File: config.mk
export PLATFORM = sky130hd
export DESIGN_NAME = gcd_controller
export DESIGN_NICKNAME = d
export VERILOG_FILES = /design/src/rtl/gcd_controller.sv
export SDC_FILE = /design/constraint.sdc
export NUM_CORES = 1
export LEC_CHECK = 0
export CAP_MARGIN = 15
export CORE_MARGIN = 1.5
export CORE_UTILIZATION = 30
export DETAILED_ROUTE_END_ITERATION = 12
export GPL_ROUTABILITY_DRIVEN = 1
export PLACE_DENSITY = 0.59
export SLEW_MARGIN = 20
export SYNTH_ARGS = -nofsm -noshare
export SYNTH_HDL_FRONTEND = slang
export SYNTH_SLANG_ARGS = --single-unit
File: constraint.sdc
create_clock -name clk -period 2.9 [get_ports clk]
set_clock_uncertainty 0.05 [all_clocks]
set_input_delay 0.29 -clock clk [delete_from_list [all_inputs] [get_ports clk]]
set_output_delay 0.29 -clock clk [all_outputs]
set_load 0.005 [all_outputs]
File: src/rtl/gcd_controller.sv
`timescale 1ns/1ps
// -----------------------------------------------------------------------------
// gcd_controller
// Control FSM for a subtractive-Euclid GCD datapath. The datapath holds A and B
// registers, a subtractor feeding each register through a 2:1 mux, a magnitude
// comparator, and a result register. This block steers those muxes/enables.
//
// Ports
//   clk                      rising-edge clock
//   rst                      asynchronous active-low reset
//   start                    request a run (sampled only in IDLE)
//   clear                    synchronous abort back to IDLE
//   a_gt_b/a_eq_b/a_lt_b     comparator flags for the A and B registers
//   a_sel/b_sel              mux select: 1 = external operand, 0 = difference
//   a_ld/b_ld                A/B register load enables
//   output_en                result register load enable
//   busy                     high whenever the FSM is not in IDLE
//   done                     one-cycle completion pulse
//   error                    sticky error (bad flags or iteration timeout)
//   iter_count               subtraction cycles in the current/last run
// -----------------------------------------------------------------------------
module gcd_controller #(
  parameter int unsigned MAX_ITER = 65535
) (
  input  logic        clk,
  input  logic        rst,
  input  logic        start,
  input  logic        clear,
  input  logic        a_gt_b,
  input  logic        a_eq_b,
  input  logic        a_lt_b,
  output logic        a_sel,
  output logic        b_sel,
  output logic        a_ld,
  output logic        b_ld,
  output logic        output_en,
  output logic        busy,
  output logic        done,
  output logic        error,
  output logic [15:0] iter_count
);

  typedef enum logic [2:0] {
    S_IDLE  = 3'd0,
    S_LOAD  = 3'd1,
    S_CALC  = 3'd2,
    S_STORE = 3'd3,
    S_DONE  = 3'd4,
    S_ERR   = 3'd5
  } state_t;

  localparam logic [15:0] MaxIter = 16'(MAX_ITER);

  state_t      state_q, state_d;
  logic [15:0] iter_q, iter_d;
  logic        error_q, error_d;

  logic flags_valid;
  logic at_limit;

  // A trustworthy comparator drives exactly one of the three flags.
  assign flags_valid = ({a_gt_b, a_eq_b, a_lt_b} == 3'b100) ||
                       ({a_gt_b, a_eq_b, a_lt_b} == 3'b010) ||
                       ({a_gt_b, a_eq_b, a_lt_b} == 3'b001);
  assign at_limit    = (iter_q == MaxIter);

  always_comb begin
    // NOTE: every signal gets a default before the case so no path leaves a
    // value unassigned, which would otherwise infer a latch.
    state_d   = state_q;
    iter_d    = iter_q;
    error_d   = error_q;
    a_sel     = 1'b0;
    b_sel     = 1'b0;
    a_ld      = 1'b0;
    b_ld      = 1'b0;
    output_en = 1'b0;
    done      = 1'b0;

    unique case (state_q)
      S_IDLE: begin
        if (start) state_d = S_LOAD;
      end
      S_LOAD: begin
        a_sel   = 1'b1;
        b_sel   = 1'b1;
        a_ld    = 1'b1;
        b_ld    = 1'b1;
        iter_d  = '0;
        error_d = 1'b0;
        state_d = S_CALC;
      end
      S_CALC: begin
        // Mealy: enables follow the live comparator flags in the same cycle.
        if (!flags_valid) begin
          state_d = S_ERR;
        end else if (a_eq_b) begin
          state_d = S_STORE;
        end else if (at_limit) begin
          state_d = S_ERR;
        end else if (a_gt_b) begin
          a_ld   = 1'b1;
          iter_d = iter_q + 16'd1;
        end else begin
          b_ld   = 1'b1;
          iter_d = iter_q + 16'd1;
        end
      end
      S_STORE: begin
        output_en = 1'b1;
        state_d   = S_DONE;
      end
      S_ERR: begin
        error_d = 1'b1;
        state_d = S_DONE;
      end
      S_DONE: begin
        done    = 1'b1;
        state_d = S_IDLE;
      end
      default: state_d = S_IDLE;
    endcase

    // Abort overrides everything except reset; counters and error are frozen.
    if (clear) begin
      state_d   = S_IDLE;
      iter_d    = iter_q;
      error_d   = error_q;
      a_sel     = 1'b0;
      b_sel     = 1'b0;
      a_ld      = 1'b0;
      b_ld      = 1'b0;
      output_en = 1'b0;
      done      = 1'b0;
    end
  end

  // NOTE: sequential state uses non-blocking assignments so every flop samples
  // the pre-edge values regardless of block evaluation order.
  always_ff @(posedge clk or negedge rst) begin
    if (!rst) begin
      state_q <= S_IDLE;
      iter_q  <= '0;
      error_q <= 1'b0;
    end else begin
      state_q <= state_d;
      iter_q  <= iter_d;
      error_q <= error_d;
    end
  end

  assign busy       = (state_q != S_IDLE);
  assign error      = error_q;
  assign iter_count = iter_q;

endmodule

Word-level counts from Yosys, hierarchy flattened --
Index checks and enable logic that the tools add are counted. W data, S select, Z words.
Word-level totals: register bits after elaboration 20, logic and storage cells 58, output and inout port bits 24, input bits 7
Cells by class: reduce and logical (&&, ||, !) cells 10, bitwise gates (word level) 1, multiplexer cells 29, add/subtract/negate cells 1, equality and inequality tests 14
Operators with widths (count):
- $mux W16 | 3
- $pmux W16 S2 | 1
- $add A16 B1 Y16 const B | 1
- $eq A16 B16 Y1 const B | 1
- $mux W1 | 16
- $mux W3 | 5
- $pmux W3 S4 | 1
- $eq A3 B2 Y1 const B | 3
- $eq A3 B3 Y1 const B | 3
- $eq A3 B1 Y1 const B | 2
- $ne A2 B2 Y1 const B | 3
- $pmux W1 S2 | 3
- $ne A5 B5 Y1 const B | 1
- $reduce_and A5 Y1 | 1
- $reduce_and A2 Y1 | 2
- $reduce_bool A2 Y1 | 2
- $logic_not A3 Y1 | 1
- $ne A3 B3 Y1 const B | 1
- $reduce_bool A3 Y1 | 1
- $logic_or A1 B1 Y1 | 2
- $reduce_or A2 Y1 | 1
- $not A1 Y1 | 1

Logic depth before layout (Yosys ltp) --
Gate-level depths: netlist (run 1).
depth after elaboration 6, gate-level depth with buffers 8, depth with buffers taken out 6

Worst setup path before layout (run 1) --
Ideal clock, no wire load.
kind register -> output, from register iter_q[0], in the netlist iter_count[0], to output port a_ld, data required time 2560 ps, arrival time 1872 ps, buffers on the path 2, slack 688 ps, stages on the path, launching flop included 8, cell sequence dfrtp_1 -> ha_1 -> nand3_1 -> or3_1 -> clkbuf_1 -> o21ba_4 -> buf_4 -> a21o_1
Between the ends: longest elaborated chain between the ends 6
Ends and longest elaborated chain:
- start: declaration | line 55 | logic [15:0] iter_q, iter_d;
- start signal: assignment | line 147 | iter_q <= iter_d;
- $eq A16 B16 Y1 | line 65 | assign at_limit = (iter_q == MaxIter);
- $mux W1 | line 99 | end else if (at_limit) begin
- $mux W1 | line 97 | end else if (a_eq_b) begin
- $mux W1 | line 95 | if (!flags_valid) begin
- $pmux W1 S2 | line 80 | unique case (state_q)
- $mux W1 | line 125 | if (clear) begin
- end: declaration | line 34 | output logic a_ld,
No other way between the ends.

Worst setup path in the final report (run 1) --
from register state_q[2], to output port a_ld
Between the ends: longest elaborated chain between the ends 3, elaborated cells between the ends (all ways) 4
Ends and longest elaborated chain:
- start: declaration | line 54 | state_t state_q, state_d;
- start signal: assignment | line 146 | state_q <= state_d;
- $eq A3 B2 Y1 or $eq A3 B1 Y1 (tied branches) | line 80
- $pmux W1 S2 (*) | line 80
- $mux W1 (*) | line 125
Every way passes the cells marked *; elsewhere a longest branch is shown, timed or not.

==> results of run 1 <==
-- kinds of logic (layout without fill, tap and decap cells) --
kind of cell    after synthesis  in the layout  synth area share [%]
compound gates               40             40                  22.5
flops                        20             20                  41.2
buf+inv                      11             42                  4.73
simple gates                 62             62                  27.4
xor+xnor                      2              2                  1.44
mux                           2              2                  1.75
fa+ha+maj                     1              1                  1.03
-- layout by cell type, fill, tap and decap left out, types with 2 or more instances in the layout --
cell type                         synthesis  layout
sky130_fd_sc_hd__clkdlybuf4s50_1          0      30
sky130_fd_sc_hd__dfrtp_1                 20      19
sky130_fd_sc_hd__nand2_1                 12      12
sky130_fd_sc_hd__nor2_1                  12      12
sky130_fd_sc_hd__nand3_1                 10      10
sky130_fd_sc_hd__o21ai_1                  8       8
sky130_fd_sc_hd__a31oi_1                  8       8
sky130_fd_sc_hd__buf_4                    2       8
sky130_fd_sc_hd__o31ai_1                  6       6
sky130_fd_sc_hd__a21oi_1                  5       5
sky130_fd_sc_hd__and3_1                   4       4
sky130_fd_sc_hd__nand4_1                  3       3
sky130_fd_sc_hd__nand2b_1                 3       3
sky130_fd_sc_hd__a21o_1                   3       3
sky130_fd_sc_hd__nor3_1                   3       3
sky130_fd_sc_hd__clkbuf_8                 0       3
sky130_fd_sc_hd__or3_1                    2       2
sky130_fd_sc_hd__nor4b_1                  2       2
sky130_fd_sc_hd__nor4_1                   2       2
sky130_fd_sc_hd__xnor2_1                  2       2
sky130_fd_sc_hd__or2_2                    2       2
sky130_fd_sc_hd__a41oi_1                  2       2
-- Yosys cell counts, types with 2 or more instances --
cell type and n:
sky130_fd_sc_hd__nor4b_1 2, sky130_fd_sc_hd__a31oi_1 8, sky130_fd_sc_hd__or2_2 2, sky130_fd_sc_hd__nand2_1 12
sky130_fd_sc_hd__nor2_1 12, sky130_fd_sc_hd__clkbuf_1 5, sky130_fd_sc_hd__a21o_1 3, sky130_fd_sc_hd__a41oi_1 2
sky130_fd_sc_hd__a21oi_1 5, sky130_fd_sc_hd__nand4_1 3, sky130_fd_sc_hd__or3_1 2, sky130_fd_sc_hd__and3_1 4
sky130_fd_sc_hd__nand2b_1 3, sky130_fd_sc_hd__nand3_1 10, sky130_fd_sc_hd__nor4_1 2, sky130_fd_sc_hd__xnor2_1 2
sky130_fd_sc_hd__o31ai_1 6, sky130_fd_sc_hd__dfrtp_1 20, sky130_fd_sc_hd__buf_4 2, sky130_fd_sc_hd__nor3_1 3
sky130_fd_sc_hd__o21ai_1 8
-- flip-flops by register name, summed over array words and instances, names as in the netlist --
signal      count
iter_count     16
state_q         3
error           1
-- critical path: cells and delay by family (launching register included) --
kind / cells / cell delay (ps)
flops: 1 / 380
buf+inv: 1 / 500
simple gates: 2 / 910
compound gates: 2 / 360
-- what timing repair did --
action                                  CTS  global route
endpoints found under the setup margin    0             2
gates resized for setup                   0             1
endpoints found under the hold margin     0             0
-- routing by layer --
metal / GRT usage (%) / vias to the layer above
met2: 25.4 / 24
met1: 22.0 / 599
li1: - / 578
met3: 2.70 / 2
met5: 0 / -
met4: 3.06 / 0
-- layout make-up --
class	instances	area (sq um)	share of cell area, %
multi-input combinational	107	658	40.5
tap	48	60.1	3.70
timing repair buffer	38	360	22.2
clock buffer	3	41.3	2.54
sequential	20	502	30.9
inverter	1	3.75	0.231
-- stage by stage --
step           hold slack [ps]  power [uW]  cell area (sq um)  utilization, %
2_1_floorplan            -55.6         465               1220               -
3_3_place_gp               431         592               1580            42.0
3_5_place_dp               437         597               1580            42.0
4_1_cts                    454         777               1620            43.1
5_1_grt                    465         823               1630            43.1
6_report                   448         773               1630            43.1
-- report_power, final --
part           total [uW]  switching, uW  internal (uW)
Combinational         238            104            134
Clock                 179           86.9           92.3
Sequential            357           44.0            313
-- final timing paths --
| path | from | to | slack (ps) | cells after the start |
|---|---|---|---|---|
| setup / recovery | state_q[2]$_DFFE_PN0P_ | a_ld | 160 | 5 |
| hold / removal | error$_DFFE_PN0P_ | error$_DFFE_PN0P_ | 450 | 1 |
| setup reg to reg | iter_count[1]$_DFFE_PN0P_ | iter_count[14]$_DFFE_PN0P_ | 560 | 7 |
| hold reg to reg | error$_DFFE_PN0P_ | error$_DFFE_PN0P_ | 450 | 1 |
| max in group asynchronous | rst | iter_count[0]$_DFFE_PN0P_ | 1670 | 1 |
| min in group asynchronous | rst | iter_count[5]$_DFFE_PN0P_ | 500 | 1 |
==> metrics, run 1 <==
result of the run=complete, no violations; Worst Setup End Kind=output pin; standard-cell row count=22; top cells by area in the synthesized netlist=sky130_fd_sc_hd__dfrtp_1, sky130_fd_sc_hd__a31oi_1, sky130_fd_sc_hd__nand3_1; Warnings, synthesis=0; register bit count reported by yosys=20; buffers from clock root to sink, at most=2; area leader, netlist=sky130_fd_sc_hd__dfrtp_1; transition at the pin with the smallest max-transition slack=926 ps; Worst Slack Setup Final=~160 ps; longest individual stage delay on the worst path=approximately 520 ps; Max Clock Freq=365 MHz; vias after detailed routing=1,203; area share of the largest cell type after synthesis=approximately two fifths; CTS buffer count=3; synthesized net count=146; crit path DAT=between 2000 and 2500 ps; HP Class=flip-flop to flip-flop; critical path cell sequence=or3b_1 > or4_1 > o21ba_4 > a21o_1 > clkdlybuf4s50_1; final setup vio count=0; horizontal die dimension=66.7 um; crit path max-delay cell type=sky130_fd_sc_hd__or4_1; antenna violations before repair=0; CTS H-tree lvls=1; Final GP Congestion=0.785; CTS clk-pin slew, worst paths=70 ps; count of endpoints failing hold in the final timing report=0; final slew viol count=0; routed length on met3=about 140 um; Setup crit start kind=flip-flop; vias per cell=5.54; Detail Route met2 WL=1510 um; Total Nets Final=~180; Initial Utilization=between 30% and 40%; part of the cycle the worst path needs=94.4%; Synth async-reset ratio=100%; count of nets left with antenna violations after detail routing=0; fraction of layout cells with a size suffix above 1=9.47%; Cells after Synth=138; drt initial violations=a little over 80; worst-case headroom to the max-slew limit=a little under two fifths; max_cap viols=0; number of placed instances, taps included=214; total routing resource utilization after global routing=15.7%; routed length per placed instance=around 15 um; TritonCTS clock tree=built; largest net degree at the start of global routing=21; power density of the placed cells=around 480 mW/mm^2; number of port buffers=30; number of enable flip-flop cells after synthesis=0; endpoint required time on the critical path=2560 ps; placement-stage worst setup slack=338 ps; cell area after synthesis=about 0.0012 sq mm; detailed placement HPWL=2320 um; DRC=0; count of hold-fix buffers inserted at cts=0; Inserted Diodes=0; M1 WL=~1500 um; Die Height=66.7 um; cell leakage power=approximately 0.00065 uW; Initial DRT Pass Iterations=4; number of placed I/O pins=31; Total Die Area=~0.0044 sq mm; Syn Area/Cell=8.81 sq um; fraction of the yosys area taken by sequential cells=41.2%; Worst VDD drop=~0.00024 V; count of distinct cell types in the synthesized netlist=43; unrepaired setup endpoints after global routing=no; CTS root buf=sky130_fd_sc_hd__clkbuf_8; later-pin clock latency in the skew report=250 ps; final wirelength=~3200 um; number of clock sinks=20; dominant synthesized flop cell=sky130_fd_sc_hd__dfrtp_1; Top Layer Used=met4; vias in the first global route=1,162; fillers=379; start-to-end type of the worst setup path=flip-flop to output pin; time the worst path needs with I/O delays and setup=between 2000 and 3000 ps; Post-CTS Repair Setup Buffers=0; layout overhead on the synthesized area=33.6%; GRT Residual Overflow=0; global-route wire length before repair=5460 um; area of the core=0.00377 sq mm; crit path max fanout=2; Final Instance Count excl. Fillers=217; Total Negative Setup Slacks=0 ps
(Power assumes the default switching activity.)
==> run 2, diff against run 1 <==
CORE_MARGIN = unset   (was 1.5)
TNS_END_PERCENT = 1   (was unset)
==> metrics, run 2 (synthesis gave the netlist of run 1 again) <==
result of the run=complete, no violations; power density of the placed cells=495 mW/mm^2 (+4.1%); flip-flop count of the largest register, all copies and words added=16 (unchanged); Post-CTS Repair Setup Buffers=0 (unchanged); standard-cell row count=22 (unchanged); capture endpoint of the worst hold path=error$_DFFE_PN0P_; number of port buffers=30 (unchanged); TritonCTS clock tree=built; count of endpoints failing hold in the final timing report=0 (unchanged); later-pin clock latency in the skew report=260 ps (about the same); detailed placement HPWL=2270 um (-2.3%); longest individual stage delay on the worst path=510 ps (about the same); Total Die Area=0.00431 sq mm (-3.0%); Worst Setup End Kind=output pin; number of clock sinks=20 (unchanged); part of the cycle the worst path needs=96.0% (+1.6 points); startpoint of the most critical register-to-register path=iter_count[0]$_DFFE_PN0P_; vias after detailed routing=1,196 (-0.58%); crit path DAT=2440 ps (+40 ps); horizontal die dimension=65.7 um (-1.5%); count of hold-fix buffers inserted at cts=0 (unchanged); layout overhead on the synthesized area=35.3%; endpoint required time on the critical path=2560 ps (about the same); Inserted Diodes=0 (unchanged); internal reg-to-reg setup slack=420 ps (-140 ps); fraction of layout cells with a size suffix above 1=9.94% (+0.47 points); HP Class=flip-flop to flip-flop; routed length per placed instance=14.6 um (-1.7%); Final GP Congestion=0.829 (+5.7%); total routing resource utilization after global routing=15.4% (-0.24 points); critical path cell sequence=ha_1 > nand3_1 > or3_1 > o21ba_4 > a21o_1 > clkdlybuf4s50_1; CTS H-tree lvls=1 (unchanged); most common library cell in the layout ignoring fill and taps=sky130_fd_sc_hd__clkdlybuf4s50_1; number of placed I/O pins=31 (unchanged); number of placed instances, taps included=215 (+0.47%); Total Negative Setup Slacks=0 ps (unchanged); area of the core=0.00377 sq mm (unchanged); max_cap viols=0 (unchanged); Total Nets Final=180 (+0.56%); cell leakage power=0.000663 uW (+2.1%); largest net degree at the start of global routing=21 (unchanged); CTS clk-pin slew, worst paths=80 ps (about the same); crit path max-delay cell type=sky130_fd_sc_hd__or3_1; multi-input combinational cell area=658 sq um (unchanged); Setup crit start kind=flip-flop; vias per cell=5.46 (-1.5%); startpoint of the lowest-slack hold path=error$_DFFE_PN0P_; Max Clock Freq=359 MHz (-1.7%); count of cells along the worst register-to-register path=7 (unchanged); area of all sequential standard cells=500 sq um (-0.25%); global-route wire length before repair=5230 um (-4.3%); unrepaired setup endpoints after global routing=no; final wirelength=3190 um (-0.84%); Initial DRT Pass Iterations=4 (unchanged); Cells on Worst Hold Path=1 (unchanged); drt initial violations=73 (-12%); total power of the final layout=815 uW (+5.4%); crit path max fanout=7 (+5); R2R Path End=iter_count[4]$_DFFE_PN0P_; start-to-end type of the worst setup path=flip-flop to output pin; DRC=0 (unchanged); PostCTS Resize Cnt=0 (unchanged); vias in the first global route=1,149 (-1.1%); fillers=349 (-7.9%); worst-case headroom to the max-slew limit=36.7% (-1.3 points); CTS root buf=sky130_fd_sc_hd__clkbuf_8; GRT Residual Overflow=0 (unchanged); CTS buffer count=3 (unchanged); final setup vio count=0 (unchanged); Initial Utilization=32.2% (unchanged); buffers from clock root to sink, at most=2 (unchanged); Die Height=65.7 um (-1.5%); count of nets left with antenna violations after detail routing=0 (unchanged); Worst VDD drop=0.000179 V (-26%); final slew viol count=0 (unchanged); time the worst path needs with I/O delays and setup=2780 ps (+46.9 ps); commonest cells after routing, fill and taps aside=sky130_fd_sc_hd__clkdlybuf4s50_1, sky130_fd_sc_hd__dfrtp_1, sky130_fd_sc_hd__nand2_1, sky130_fd_sc_hd__nor2_1, sky130_fd_sc_hd__nand3_1; transition at the pin with the smallest max-transition slack=946 ps (+19.7 ps); antenna violations before repair=0 (unchanged); Final Instance Count excl. Fillers=219 (+0.92%)
## run 2: changes by cell type in the layout (fill, tap and decap cells not counted), sizes merged
| cell | previous run | this run |
|---|---|---|
| buf | 8 | 9 |
| clkbuf | 3 | 4 |
## run 2: per-layer routing
layer	wire length (um)	part of all wire, %	track usage, %	up-vias
met5	0	0	0	-
met4	19	0.60	5.16	0
met3	117	3.7	2.78	4
met2	1530	48	25.9	33
met1	1520	48	19.7	574
li1	-	-	-	585
## run 2: through the flow
stage               utilization (%)  worst slack (ps)  hold WS (ps)  cell area (sq um)
floorplan                         -               688         -55.6               1220
global placement               42.2               404           427               1590
detailed placement             42.2               371           444               1590
CTS                            43.6               120           463               1650
global route                   43.6              4.20           477               1650
finish                         43.6               116           461               1650
## run 2: report_power, final
group | internal (uW) | switching [uW] | total, uW
Clock | 121 | 99.1 | 220
Combinational | 135 | 104 | 239
Sequential | 311 | 44.5 | 356
Total | 567 | 248 | 815
## run 2: cell type report
cell class | count | share of cell area [%]
multi-input cells | 107 | 40.0
flip-flops and latches | 20 | 30.4
repair buffers | 39 | 22.4
well taps | 48 | 3.65
clock buffers | 4 | 3.35
inverters | 1 | 0.228
## run 2: critical path: cells and delay by family (launching register included)
family,cells,cell delay (ps)
compound gates,2,440
flops,1,430
fa+ha+maj,1,240
simple gates,2,640
buf+inv,1,430
## run 2: worst max path at each step
stage	slack (ps)	end	start	depth (start not counted)
detailed placement	370	a_ld	a_gt_b	6
global placement	400	a_ld	a_gt_b	6
CTS	120	a_ld	iter_count[0]$_DFFE_PN0P_	6
global route	4	a_ld	iter_count[0]$_DFFE_PN0P_	6
finish	120	a_ld	iter_count[0]$_DFFE_PN0P_	6
floorplan	690	a_ld	iter_count[0]$_DFFE_PN0P_	7
==> patch, RTL diff (config.mk and constraints of run 1) <==
Change the parameter `MAX_ITER` from 65535 to 32767.
--- a/src/rtl/gcd_controller.sv
+++ b/src/rtl/gcd_controller.sv
@@ -20,7 +20,7 @@
 //   iter_count               subtraction cycles in the current/last run
 // -----------------------------------------------------------------------------
 module gcd_controller #(
-  parameter int unsigned MAX_ITER = 65535
+  parameter int unsigned MAX_ITER = 32767
 ) (
   input  logic        clk,
   input  logic        rst,
Function: no difference found for any inputs over 10 cycles, from zero or initial values and one cycle with rst low; that may be too few to reach the edited logic, so the function may still have changed.
==> patch against run 1 <==
- die area grew 1.9%
- routed wire length shrank 4.5%
- final area grew 1.0%
- total power grew 1.4%
- sequential cell count is the same
- area after synthesis grew 2.0%
- non-clock buffer count shrank 4
- worst setup slack gained 0.0045 ns
- synthesized cell count shrank 1.4%
- critical path type unchanged
- hold slack gained 0.018 ns
==> patch: results (changes against run 1) <==
| Metric | Value |
|---|---|
| Status | finished, final reports clean (unchanged) |
| Initial antenna violation count | 0 (unchanged) |
| Ant diodes | 0 (unchanged) |
| Largest stage delay, worst path | 0.44 ns (was 0.52 ns) |
| Gpl congestion | 0.811 (was 0.785) |
| Largest net degree at the start of global routing | 22 (was 21) |
| Placed instance count | 211 (was 214) |
| Sequential fraction of the synthesis area | 0.404 (was 0.412) |
| Post-Syn Nets | 144 (was 146) |
| DR vias | 1156 (was 1203) |
| First-pass GRT wire length | 5130 µm (was 5460 µm) |
| Main synth FF type | dfrtp_1 (unchanged) |
| Switch share | 0.258 (was 0.304) |
| Main area contributors after synthesis | dfrtp_1 (40%), a31oi_1 (5.5%), nand2_1 (4.5%) (was dfrtp_1 (41%), a31oi_1 (4.1%), nand3_1 (4.1%)) |
| Drt pass-1 iters | 4 (unchanged) |
| Clock Latency Late Sink | 0.26 ns |
| Avg Inst Size Synth | 9.12 µm² (was 8.81 µm²) |
| Hpwl dp | 2210 µm (was 2320 µm) |
| Clock Path Buffers | 2 (unchanged) |
| NumNets Final | 174 (was 179) |
| Leak pwr | 0.643 nW (was 0.649 nW) |
| Commonest cells post-synth | dfrtp_1 (20), nand2_1 (15), a31oi_1 (11), nor2_1 (11) (was dfrtp_1 (20), nand2_1 (12), nor2_1 (12)) |
| Vias in the first global route | 1122 (was 1162) |
| M1 GR Usage | 0.193 (was 0.220) |
| # H-tree levels | 1 (unchanged) |
| Fraction of layout cells with a size suffix above 1 | 0.103 (was 0.0947) |
| Worst Path Max Fanout | 7 (was 2) |
| DRT iter0 DRCs | 33 (was 83) |
| Max reg flops | 16 (unchanged) |
| M3 GR Usage | 0.0217 (was 0.0270) |
| Crit path DAT | 2.39 ns |
| Critical Path Slowest Stage Cell | clkdlybuf4s50_1 (was or4_1) |
| YS warnings | 0 (unchanged) |
| TritonCTS Buffers | 3 (unchanged) |
| Synth cell types | 40 (was 43) |
| Clock Root Buffer | clkbuf_8 (unchanged) |
| Setup Buffers After CTS | 0 (unchanged) |
| Port bufs | 30 (unchanged) |
| Total GRT Usage | 0.145 (was 0.157) |
| Routed vias/inst | 5.38 (was 5.54) |
| Synth async-reset ratio | 1.00 (unchanged) |
| WL/cell | 14.3 µm (was 14.8 µm) |
| Worst slew pin tran | 0.897 ns (was 0.926 ns) |
| Worst Hold Class | reg -> reg (unchanged) |
| Max IR drop VDD | 0.204 mV (was 0.243 mV) |
| Worst-path clk slew | approximately 0.080 ns |
| Met2 usage | 0.245 (was 0.254) |
patch: changes by cell type after synthesis, moves of 2 or more:
| cell | delta |
|---|---|
| buf_6 | +2 |
| nand3_1 | -3 |
| a31oi_1 | +3 |
| nand2_1 | +3 |
| o21ai_0 | +2 |
| clkbuf_1 | -3 |
| o21ai_1 | -2 |
| and3_1 | +3 |
| a21o_1 | -2 |
patch: critical path: cells and delay by family (launching register included):
family                     cells  cell delay, ns
adders and majority gates      1            0.23
AOI/OAI and AO/OA              2            0.47
and+or+nand+nor                2            0.57
DFF                            1            0.42
buffers and inverters          1            0.44
patch: timing repair:
| item | in CTS | in global routing |
|---|---|---|
| endpoints found under the setup margin | 1 | 1 |
| hold buffers | 0 | 0 |
| gates resized for setup | 1 | 1 |
patch: final timing paths:
kind,startpoint,end,slack (ns),depth (start not counted)
worst min register to register,error,error,0.47,1
min in group asynchronous,rst,iter_count[13],0.49,1
worst max-delay path,iter_count[0],a_ld,0.17,6
max in group asynchronous,rst,state_q[1],1.71,1
worst min-delay path,error,error,0.47,1
worst max register to register,iter_count[0],iter_count[14],0.43,7
patch: area by class of cell:
type                            instances  area, µm²
Clock buffer                            3       41.3
Clock inverter                          1       30.0
Fill cell                             401       2360
Multi-Input combinational cell        107        676
Sequential cell                        20        502
Tap cell                               50       62.6
Timing Repair Buffer                   34        330
patch: kinds of logic after synthesis:
kind of cell               after synthesis  synth area share
AOI/OAI and AO/OA                       40             0.217
xor gates and xnor gates                 2            0.0141
adders and majority gates                1            0.0101
buffers and inverters                    9            0.0535
DFF                                     20             0.404
muxes                                    2            0.0172
and+or+nand+nor                         62             0.285
patch: power by group through the flow:
stage | Sequential (mW) | Combinational [mW] | Clock, mW
CTS | 0.329 | 0.179 | 0.285
global placement | 0.331 | 0.175 | 0
detailed placement | 0.334 | 0.176 | 0
global route | 0.336 | 0.194 | 0.298
finish | 0.329 | 0.177 | 0.277
floorplan | 0.317 | 0.113 | 0
patch: metrics by stage:
step                       util  hold slack, ns  worst slack, ns  cell area, µm²  power (mW)
after global routing      0.410           0.484           0.0373            1640       0.829
after detailed placement  0.392           0.454            0.291            1570       0.510
after CTS                 0.410           0.473            0.113            1640       0.793
final                     0.410           0.465            0.167            1640       0.784
after floorplan               -         -0.0556            0.871            1240       0.430
after global placement    0.392           0.455            0.345            1570       0.505
patch: per-layer routing:
metal	part of all wire	routed length, µm
met5	0	0
met4	0.0029	9
met3	0.030	93
met2	0.48	1470
met1	0.49	1500
